--- src/rtl/bus_pkg.sv ---
// bus_pkg: bus source codes, idle select code and arbiter state type shared by the bus select encoder and arbiter.
package bus_pkg;
  localparam int R0 = 0;
  localparam int R1 = 1;
  localparam int R2 = 2;
  localparam int R3 = 3;
  localparam int R4 = 4;
  localparam int R5 = 5;
  localparam int R6 = 6;
  localparam int R7 = 7;
  localparam int R8 = 8;
  localparam int R9 = 9;
  localparam int R10 = 10;
  localparam int R11 = 11;
  localparam int R12 = 12;
  localparam int R13 = 13;
  localparam int R14 = 14;
  localparam int R15 = 15;
  localparam int HI = 16;
  localparam int LO = 17;
  localparam int PC = 18;
  localparam int MDR = 19;
  localparam int INPORT = 20;
  localparam int ZHI = 21;
  localparam int ZLO = 22;
  localparam int C = 23;
  localparam logic [4:0] SEL_IDLE = 5'b11111;
  typedef enum logic {IDLE, OWNED} arb_state_t;
endpackage

--- src/rtl/rr_pick.sv ---
// rr_pick: combinational rotating-priority picker; first set, non-excluded req bit at or after start, wrapping modulo N.
module rr_pick #(
  parameter int N = 24,
  parameter int W = 5
) (
  input  logic [N-1:0] req,
  input  logic [W-1:0] start,
  input  logic [N-1:0] excl,
  output logic         found,
  output logic [W-1:0] idx
);
  logic [N-1:0]   m;
  logic [2*N-1:0] dbl;
  logic [N-1:0]   rot;
  logic [W:0]     s;
  // Rotate the candidates so bit 0 is the start position; wrap never touches indices >= N.
  always_comb begin
    m = req & ~excl;
    dbl = {m, m} >> start;
    rot = dbl[N-1:0];
    found = 1'b0;
    idx = '0;
    s = '0;
    for (int k = 0; k < N; k++) begin
      if (!found && rot[k]) begin
        found = 1'b1;
        s = {1'b0, start} + (W+1)'(k);
        idx = (s >= (W+1)'(N)) ? W'(s - (W+1)'(N)) : s[W-1:0];
      end
    end
  end
endmodule

--- src/rtl/bus_arbiter.sv ---
// bus_arbiter: round-robin bus arbiter with registered one-hot grant, select code and a tenure limit.
module bus_arbiter
  import bus_pkg::*;
#(
  parameter int NUM_SRC  = 24,
  parameter int SEL_W    = 5,
  parameter int MAX_HOLD = 4
) (
  input  logic               clk,
  input  logic               reset,
  input  logic [NUM_SRC-1:0] req,
  output logic [NUM_SRC-1:0] grant,
  output logic [SEL_W-1:0]   sel,
  output logic               busy,
  output logic               owner_change
);
  localparam int HW = $clog2(MAX_HOLD + 1);
  arb_state_t         state_q, state_d;
  logic [NUM_SRC-1:0] grant_q, grant_d;
  logic [SEL_W-1:0]   sel_q, sel_d, last_q, last_d;
  logic [HW-1:0]      hold_q, hold_d;
  logic               busy_q, busy_d, oc_q, oc_d;
  logic [SEL_W-1:0]   start, pick;
  logic               found, own_req, at_max, sw, stay;
  assign start = (last_q == SEL_W'(NUM_SRC - 1)) ? '0 : last_q + 1'b1;
  // Excluding the current grant keeps the owner out of a forced switch; on release its req is already low.
  rr_pick #(.N(NUM_SRC), .W(SEL_W)) u_pick (
    .req   (req),
    .start (start),
    .excl  (grant_q),
    .found (found),
    .idx   (pick)
  );
  always_comb begin
    own_req = (state_q == OWNED) && |(req & grant_q);
    at_max = (hold_q == HW'(MAX_HOLD));
    sw = found && (!own_req || at_max);
    stay = own_req && !sw;
    state_d = (sw || stay) ? OWNED : IDLE;
    grant_d = sw ? NUM_SRC'(1) << pick : stay ? grant_q : '0;
    sel_d = sw ? pick : stay ? sel_q : SEL_W'(SEL_IDLE);
    hold_d = sw ? HW'(1) : stay ? (at_max ? hold_q : hold_q + 1'b1) : '0;
    last_d = sw ? pick : last_q;
    busy_d = sw || stay;
    oc_d = sw;
  end
  always_ff @(posedge clk) begin
    if (reset) begin
      state_q <= IDLE;
      grant_q <= '0;
      sel_q <= SEL_W'(SEL_IDLE);
      last_q <= SEL_W'(NUM_SRC - 1);
      hold_q <= '0;
      busy_q <= 1'b0;
      oc_q <= 1'b0;
    end else begin
      state_q <= state_d;
      grant_q <= grant_d;
      sel_q <= sel_d;
      last_q <= last_d;
      hold_q <= hold_d;
      busy_q <= busy_d;
      oc_q <= oc_d;
    end
  end
  assign grant = grant_q;
  assign sel = sel_q;
  assign busy = busy_q;
  assign owner_change = oc_q;
endmodule

--- config.mk ---
export PLATFORM = sky130hd
export DESIGN_NAME = bus_arbiter
export DESIGN_NICKNAME = d
export VERILOG_FILES = /design/src/rtl/bus_pkg.sv /design/src/rtl/rr_pick.sv /design/src/rtl/bus_arbiter.sv
export SDC_FILE = /design/constraint.sdc
export NUM_CORES = 1
export LEC_CHECK = 0
export CAP_MARGIN = 20
export CORE_AREA = 2 2 120 122
export CTS_CLUSTER_SIZE = 10
export DETAILED_ROUTE_END_ITERATION = 8
export DIE_AREA = 0 0 122 124
export GPL_TIMING_DRIVEN = 0
export PLACE_DENSITY = 0.75
export SYNTH_ARGS = -nofsm -noshare
export SYNTH_HDL_FRONTEND = slang
export SYNTH_HIERARCHICAL = 1
export SYNTH_SLANG_ARGS = --single-unit
--- constraint.sdc ---
create_clock -name clk -period 6.4 [get_ports clk]
set_input_delay 1.92 -clock clk [delete_from_list [all_inputs] [get_ports clk]]
set_output_delay 1.92 -clock clk [all_outputs]
set_load 0.005 [all_outputs]
==> results of run 1 <==
-- area by class of cell --
cell class                      instances  area, µm²
Timing Repair Buffer                   81      764.5
Fill cell                            1209       4671
Buffer                                 69      385.4
Clock buffer                            5      125.1
Sequential cell                        39      780.7
Tap cell                              180      225.2
Clock inverter                          3      20.02
Inverter                               26      97.59
Multi-Input combinational cell        858       6650
-- per-stage QoR --
stage | setup WS [ns] | instances | setup TNS [ns]
detailed placement | -1.418 | 1232 | -35.95
global placement | -1.361 | 1231 | -34.59
global route | -0.1658 | 1261 | -1.508
finish | -0.05239 | 1261 | -0.05558
CTS | 0.03717 | 1246 | 0
floorplan | 0.5192 | 995 | 0
-- path summary, 6_finish.rpt --
path / from / endpoint / slack (ns) / cells past startpoint
worst min register to register: sel[1]$_SDFFE_PP1P_ / sel[1]$_SDFFE_PP1P_ / 0.49 / 1
worst max register to register: last_q[0]$_SDFFE_PP1P_ / grant[4]$_SDFFE_PP0P_ / 0.12 / 21
worst min-delay path: sel[1]$_SDFFE_PP1P_ / sel[1]$_SDFFE_PP1P_ / 0.49 / 1
worst max-delay path: req[3] / grant[10]$_SDFFE_PP0P_ / -0.05 / 15
-- cells by family after synthesis --
logic type	after synthesis	synth area share
compound gates	343	0.3356
xor+xnor	29	0.03384
buf+inv	98	0.06286
fa+ha+maj	27	0.04501
flops	39	0.1040
simple gates	396	0.2948
mux	63	0.1239
-- flip-flops by register name (all words and copies together), names as in the netlist --
name	flops
grant	24
hold_q	3
last_q	5
owner_change	1
sel	5
state_q	1
-- synth_stat cells (11+ instances only) --
cell type / instances
a31oi_1: 12
nand2b_1: 41
a22o_1: 12
clkbuf_1: 33
o22ai_1: 15
buf_1: 13
mux2i_1: 34
mux4_2: 23
buf_6: 11
xnor2_1: 23
o211ai_1: 16
nor2_1: 88
o21ai_0: 45
a221oi_1: 12
nor4bb_1: 15
a32o_1: 23
ha_1: 27
nor3_1: 31
nand2_1: 93
inv_1: 24
a21oi_1: 64
nand3_1: 25
a22oi_1: 15
or2_2: 11
buf_2: 14
dfxtp_1: 39
a211oi_1: 15
-- layer usage --
layer  track usage  vias to the layer above  wire [µm]
li1              -                     4059          -
met4        0.1796                        0       1521
met2        0.6051                      781      13520
met1        0.5420                     4375      12150
met5             0                        -          0
met3       0.06227                      138       4067
-- what timing repair did --
item | 4_1_cts | 5_1_grt
pin swaps | 9 | 14
setup buffers | 8 | 16
endpoints found under the setup margin | 33 | 27
gates resized for setup | 29 | 79
==> impl_metrics.csv, run 1 <==
group,metric,value,unit
worst_setup_path,crit_fanout,6,
worst_setup_path,worstPathArrival,6.67,ns
floorplanning,boundaryPins,57,
worst_setup_path,path_buf_inv,1,
clock_tree,cts-root-buf,"clkbuf_16",
routing,drc_errors,0,
global_route,grt_max_degree,16,
finish,num_antenna_cells,0,
floorplanning,core,13720,µm²
global_route,overflow,0,
worst_setup_path,path_cells,"clkdlybuf4s50_1, and4b_1, nor4_4, mux2i_1, a211o_1, a21bo_2, nor4_4, nand3_2, nor4_4, a2111oi_0, o311ai_1, nor3b_4, nand2b_1, or4_1, o2bb2ai_1",
logic_synthesis,ys_ff_latch,39,
finish,finish.utilization,0.6596,
logic_synthesis,ys_async_sr_fraction,0,
routing,ant_nets,0,
timing,period_minus_slack,6.452,ns
floorplanning,die_h,124,µm
worst_setup_path,cp-start-kind,"input port",
timing,worst_pin_slew,0.8525,ns
clock_tree,clk_latency,0.29,ns
timing,setup_ws,-0.05239,ns
run,maxCapViolCount,0,
timing,final_max_slew_viol_count,0,
worst_setup_path,crit_top_cell,"nor4_4",
finish,final_nets,1133,
timing,fin_crit_sh,1.008,
routing,vias,9353,
routing,detail_route.wl_per_cell,24.79,µm
clock_tree,clk_pin_slew,0.06,ns
timing,setup_viol,2,
routing,first_iter_violations,1622,
logic_synthesis,yosysUniqueCellTypes,94,
timing,fmaxAchievable,155.0,MHz
place,place.gp.congestion,1.068,
finish,final_common_cell,"nand2_1",
floorplanning,dieArea,15130,µm²
routing,routed_wl,31.26,mm
clock_tree,clock-sinks,39,
clock_tree,cts_tree,"yes",
logic_synthesis,synthesis.nets,1048,
logic_synthesis,synthFlopType,"dfxtp_1",
timing,hold_ws,0.4900,ns
timing,skew,0.003227,ns
clock_tree,cts_buffer_depth,2,
timing,relSlewSlack,0.4317,
clock_tree,numCtsBuffers,5,
timing,finalHoldViolCount,0,
logic_synthesis,synth.area.top_cells,"dfxtp_1 (10%), mux4_2 (6.9%), nand2_1 (4.7%)",
worst_hold_path,hp-class,"flop to flop",
worst_setup_path,required,6.62,ns
global_route,grt_pass1_vias,8244,
finish,drive_above_1_share,0.1730,
worst_setup_path,critPathKind,"input port to flop",
place,post-dp-hpwl,23.37,mm
floorplanning,dieWidth,122,µm
place,placed_cell_area,8295,µm²
logic_synthesis,synth-edff-count,0,
routing,drt-pass1-iter-count,6,
global_route,track_usage,0.3935,
global_route,antenna_found_initial,0,
run_status,violations,"setup timing",
floorplanning,initial_utilization,0.5470,
finish,final_cell_mix,"nand2_1 (93), nor2_1 (85), a21oi_1 (62), clkdlybuf4s50_1 (47), o21ai_0 (42)",
logic_synthesis,synth.top_cell.area_share,0.1040,
logic_synthesis,yosys_warnings,6,
run_status,status,"complete, but fails checks",
logic_synthesis,synth_top_cell_by_area,"dfxtp_1",
finish,area_growth,20.57,%
place,numPortBuffers,56,
worst_setup_path,cpLargestDelayFamily,"simple AND/OR/NAND/NOR gates",
worst_setup_path,cpMaxStageDelayCell,"nor4_4",
logic_synthesis,yosysSeqAreaShare,0.1040,
finish,final_area,9049,µm²
logic_synthesis,postSynthAreaPerCell,7.542,µm²
routing,viasPerCell,7.417,
worst_setup_path,cp-end-kind,"flop",
timing,rsz0062_at_grt,"yes",
logic_synthesis,synth_cells,995,
logic_synthesis,synth_area,7505,µm²
floorplanning,rows,43,
clock_tree,ctsHtreeMaxLevel,2,
global_route,grt_first_pass_wirelength,45.98,mm
worst_setup_path,max_stage_delay,0.58,ns
clock_tree,hold_buffers,0,
Power of run 1 is left out: the tool's default activity adds up to more than one toggle a clock period on the data nets, which glitch-free logic cannot reach.
==> run 2, diff against run 1 <==
--- a/config.mk
+++ b/config.mk
@@ -6,12 +6,14 @@
 export NUM_CORES = 1
 export LEC_CHECK = 0
 export CAP_MARGIN = 20
-export CORE_AREA = 2 2 120 122
+export CELL_PAD_IN_SITES_DETAIL_PLACEMENT = 1
+export CELL_PAD_IN_SITES_GLOBAL_PLACEMENT = 1
+export CORE_AREA = 2 2 133 135
 export CTS_CLUSTER_SIZE = 10
 export DETAILED_ROUTE_END_ITERATION = 8
-export DIE_AREA = 0 0 122 124
+export DIE_AREA = 0 0 135 137
 export GPL_TIMING_DRIVEN = 0
-export PLACE_DENSITY = 0.75
+export PLACE_DENSITY_LB_ADDON = 0.1
 export SYNTH_ARGS = -nofsm -noshare
 export SYNTH_HDL_FRONTEND = slang
 export SYNTH_HIERARCHICAL = 1
==> impl_metrics.csv, run 2 (synthesis gave the netlist of run 1 again) <==
group,metric,value,unit
run_status,status,"completed",
timing,period_minus_slack,6.344,ns
finish,final_cell_mix,"nand2_1 (93), nor2_1 (84), a21oi_1 (61), clkdlybuf4s50_1 (49), o21ai_0 (40)",
worst_setup_path,worstPathArrival,6.56,ns
floorplanning,dieWidth,135,µm
worst_setup_path,cp-end-kind,"flop",
global_route,antenna_found_initial,0,
timing,relSlewSlack,0.3663,
finish,area_growth,22.51,%
timing,finalHoldViolCount,0,
clock_tree,hold_buffers,0,
clock_tree,numCtsBuffers,5,
floorplanning,die_h,137,µm
finish,num_antenna_cells,0,
place,place.gp.congestion,1.016,
timing,rsz0062_at_grt,"yes",
global_route,overflow,0,
finish,final_nets,1133,
finish,largest_reg_flops,24,
worst_setup_path,r2r.worst_path.cells,23,
timing,setup_ws,0.05601,ns
place,post-dp-hpwl,26.62,mm
routing,detail_route.wl_per_cell,26.70,µm
timing,setup_viol,0,
place,preCtsSetupSlack,-1.660,ns
global_route,grt_pass1_vias,8765,
timing,skew,0.003871,ns
routing,routed_wl,34.86,mm
finish,final_common_cell,"nand2_1",
worst_setup_path,critPathKind,"input port to flop",
global_route,grt_first_pass_wirelength,51.92,mm
global_route,track_usage,0.3605,
routing,vias,9253,
timing,final_max_slew_viol_count,0,
worst_setup_path,required,6.62,ns
finish,drive_above_1_share,0.1795,
worst_hold_path,hold_depth,1,
clock_tree,clock-sinks,39,
clock_tree,cts-root-buf,"clkbuf_16",
floorplanning,initial_utilization,0.4400,
clock_tree,ctsHtreeMaxLevel,2,
timing,fin_crit_sh,0.9912,
finish,finish.utilization,0.5390,
place,numPortBuffers,56,
timing,worst_pin_slew,0.9406,ns
clock_tree,clk_pin_slew,0.06,ns
timing,fmaxAchievable,157.6,MHz
worst_hold_path,hp-class,"flop to flop",
run,maxCapViolCount,0,
worst_setup_path,cp-start-kind,"input port",
floorplanning,rows,48,
floorplanning,boundaryPins,57,
global_route,grt_max_degree,16,
clock_tree,clk_latency,0.28,ns
floorplanning,core,17060,µm²
routing,drt-pass1-iter-count,5,
routing,first_iter_violations,943,
routing,viasPerCell,7.085,
clock_tree,cts_buffer_depth,2,
clock_tree,cts_tree,"yes",
routing,ant_nets,0,
finish,fin_cells,1306,
place,place_inst,1277,
timing,fin_setup_tns,0,ns
floorplanning,dieArea,18500,µm²
routing,drc_errors,0,
worst_setup_path,crit_fanout,5,
-- run 2: layer usage --
layer | wire length, µm | share of wire | vias to the layer above | GRT usage
met5 | 0 | 0 | - | 0
met4 | 1676 | 0.048 | 0 | 0.1597
met3 | 2571 | 0.074 | 126 | 0.05074
met2 | 15970 | 0.46 | 495 | 0.5917
met1 | 14650 | 0.42 | 4572 | 0.4716
li1 | - | - | 4060 | -
-- run 2: critical path, stage by stage --
cell and delay (ns):
clkdlybuf4s50_1 0.55, nor4bb_2 0.61, nor4_4 0.14, a22o_1 0.30, a2111o_1 0.49, o211a_1 0.21, and3_1 0.20, o31a_1 0.28
o31a_1 0.34, a211oi_1 0.44, o311ai_1 0.18, nor3b_4 0.22, buf_4 0.18, nor3_4 0.25, a32o_1 0.25
-- run 2: final cells by class --
cell class / instances / area [µm²]
fill: 2114 / 7863
buffer: 69 / 381.6
clock buffer: 6 / 138.9
sequential: 39 / 780.7
timing repair buffer: 81 / 762.0
tap: 225 / 281.5
clock inverter: 2 / 35.03
multi-input combinational: 858 / 6716
inverter: 26 / 97.59
-- run 2: what timing repair did --
| action | 4_1_cts | 5_1_grt |
|---|---|---|
| endpoints found under the setup margin | 37 | 31 |
| pin swaps | 9 | 14 |
| setup buffers | 10 | 14 |
| resized for setup | 43 | 73 |
| hold endpoints to repair | 0 | 0 |
-- run 2: path summary, 6_finish.rpt --
kind                           from                     end  slack [ns]
max                          req[3]   grant[0]$_SDFFE_PP0P_        0.06
min             sel[2]$_SDFFE_PP1P_     sel[2]$_SDFFE_PP1P_        0.49
max reg2reg  last_q[0]$_SDFFE_PP1P_  grant[16]$_SDFFE_PP0P_        0.30
min reg2reg     sel[2]$_SDFFE_PP1P_     sel[2]$_SDFFE_PP1P_        0.49
-- run 2: per-stage QoR --
stage          hold slack [ns]  area, µm²
3_3_place_gp            0.4804       8347
3_5_place_dp            0.4829       8354
6_report                0.4921       9194
2_1_floorplan           0.4737       7505
4_1_cts                 0.4945       8813
5_1_grt                 0.5021       9194
Power of run 2 is left out for the same reason.
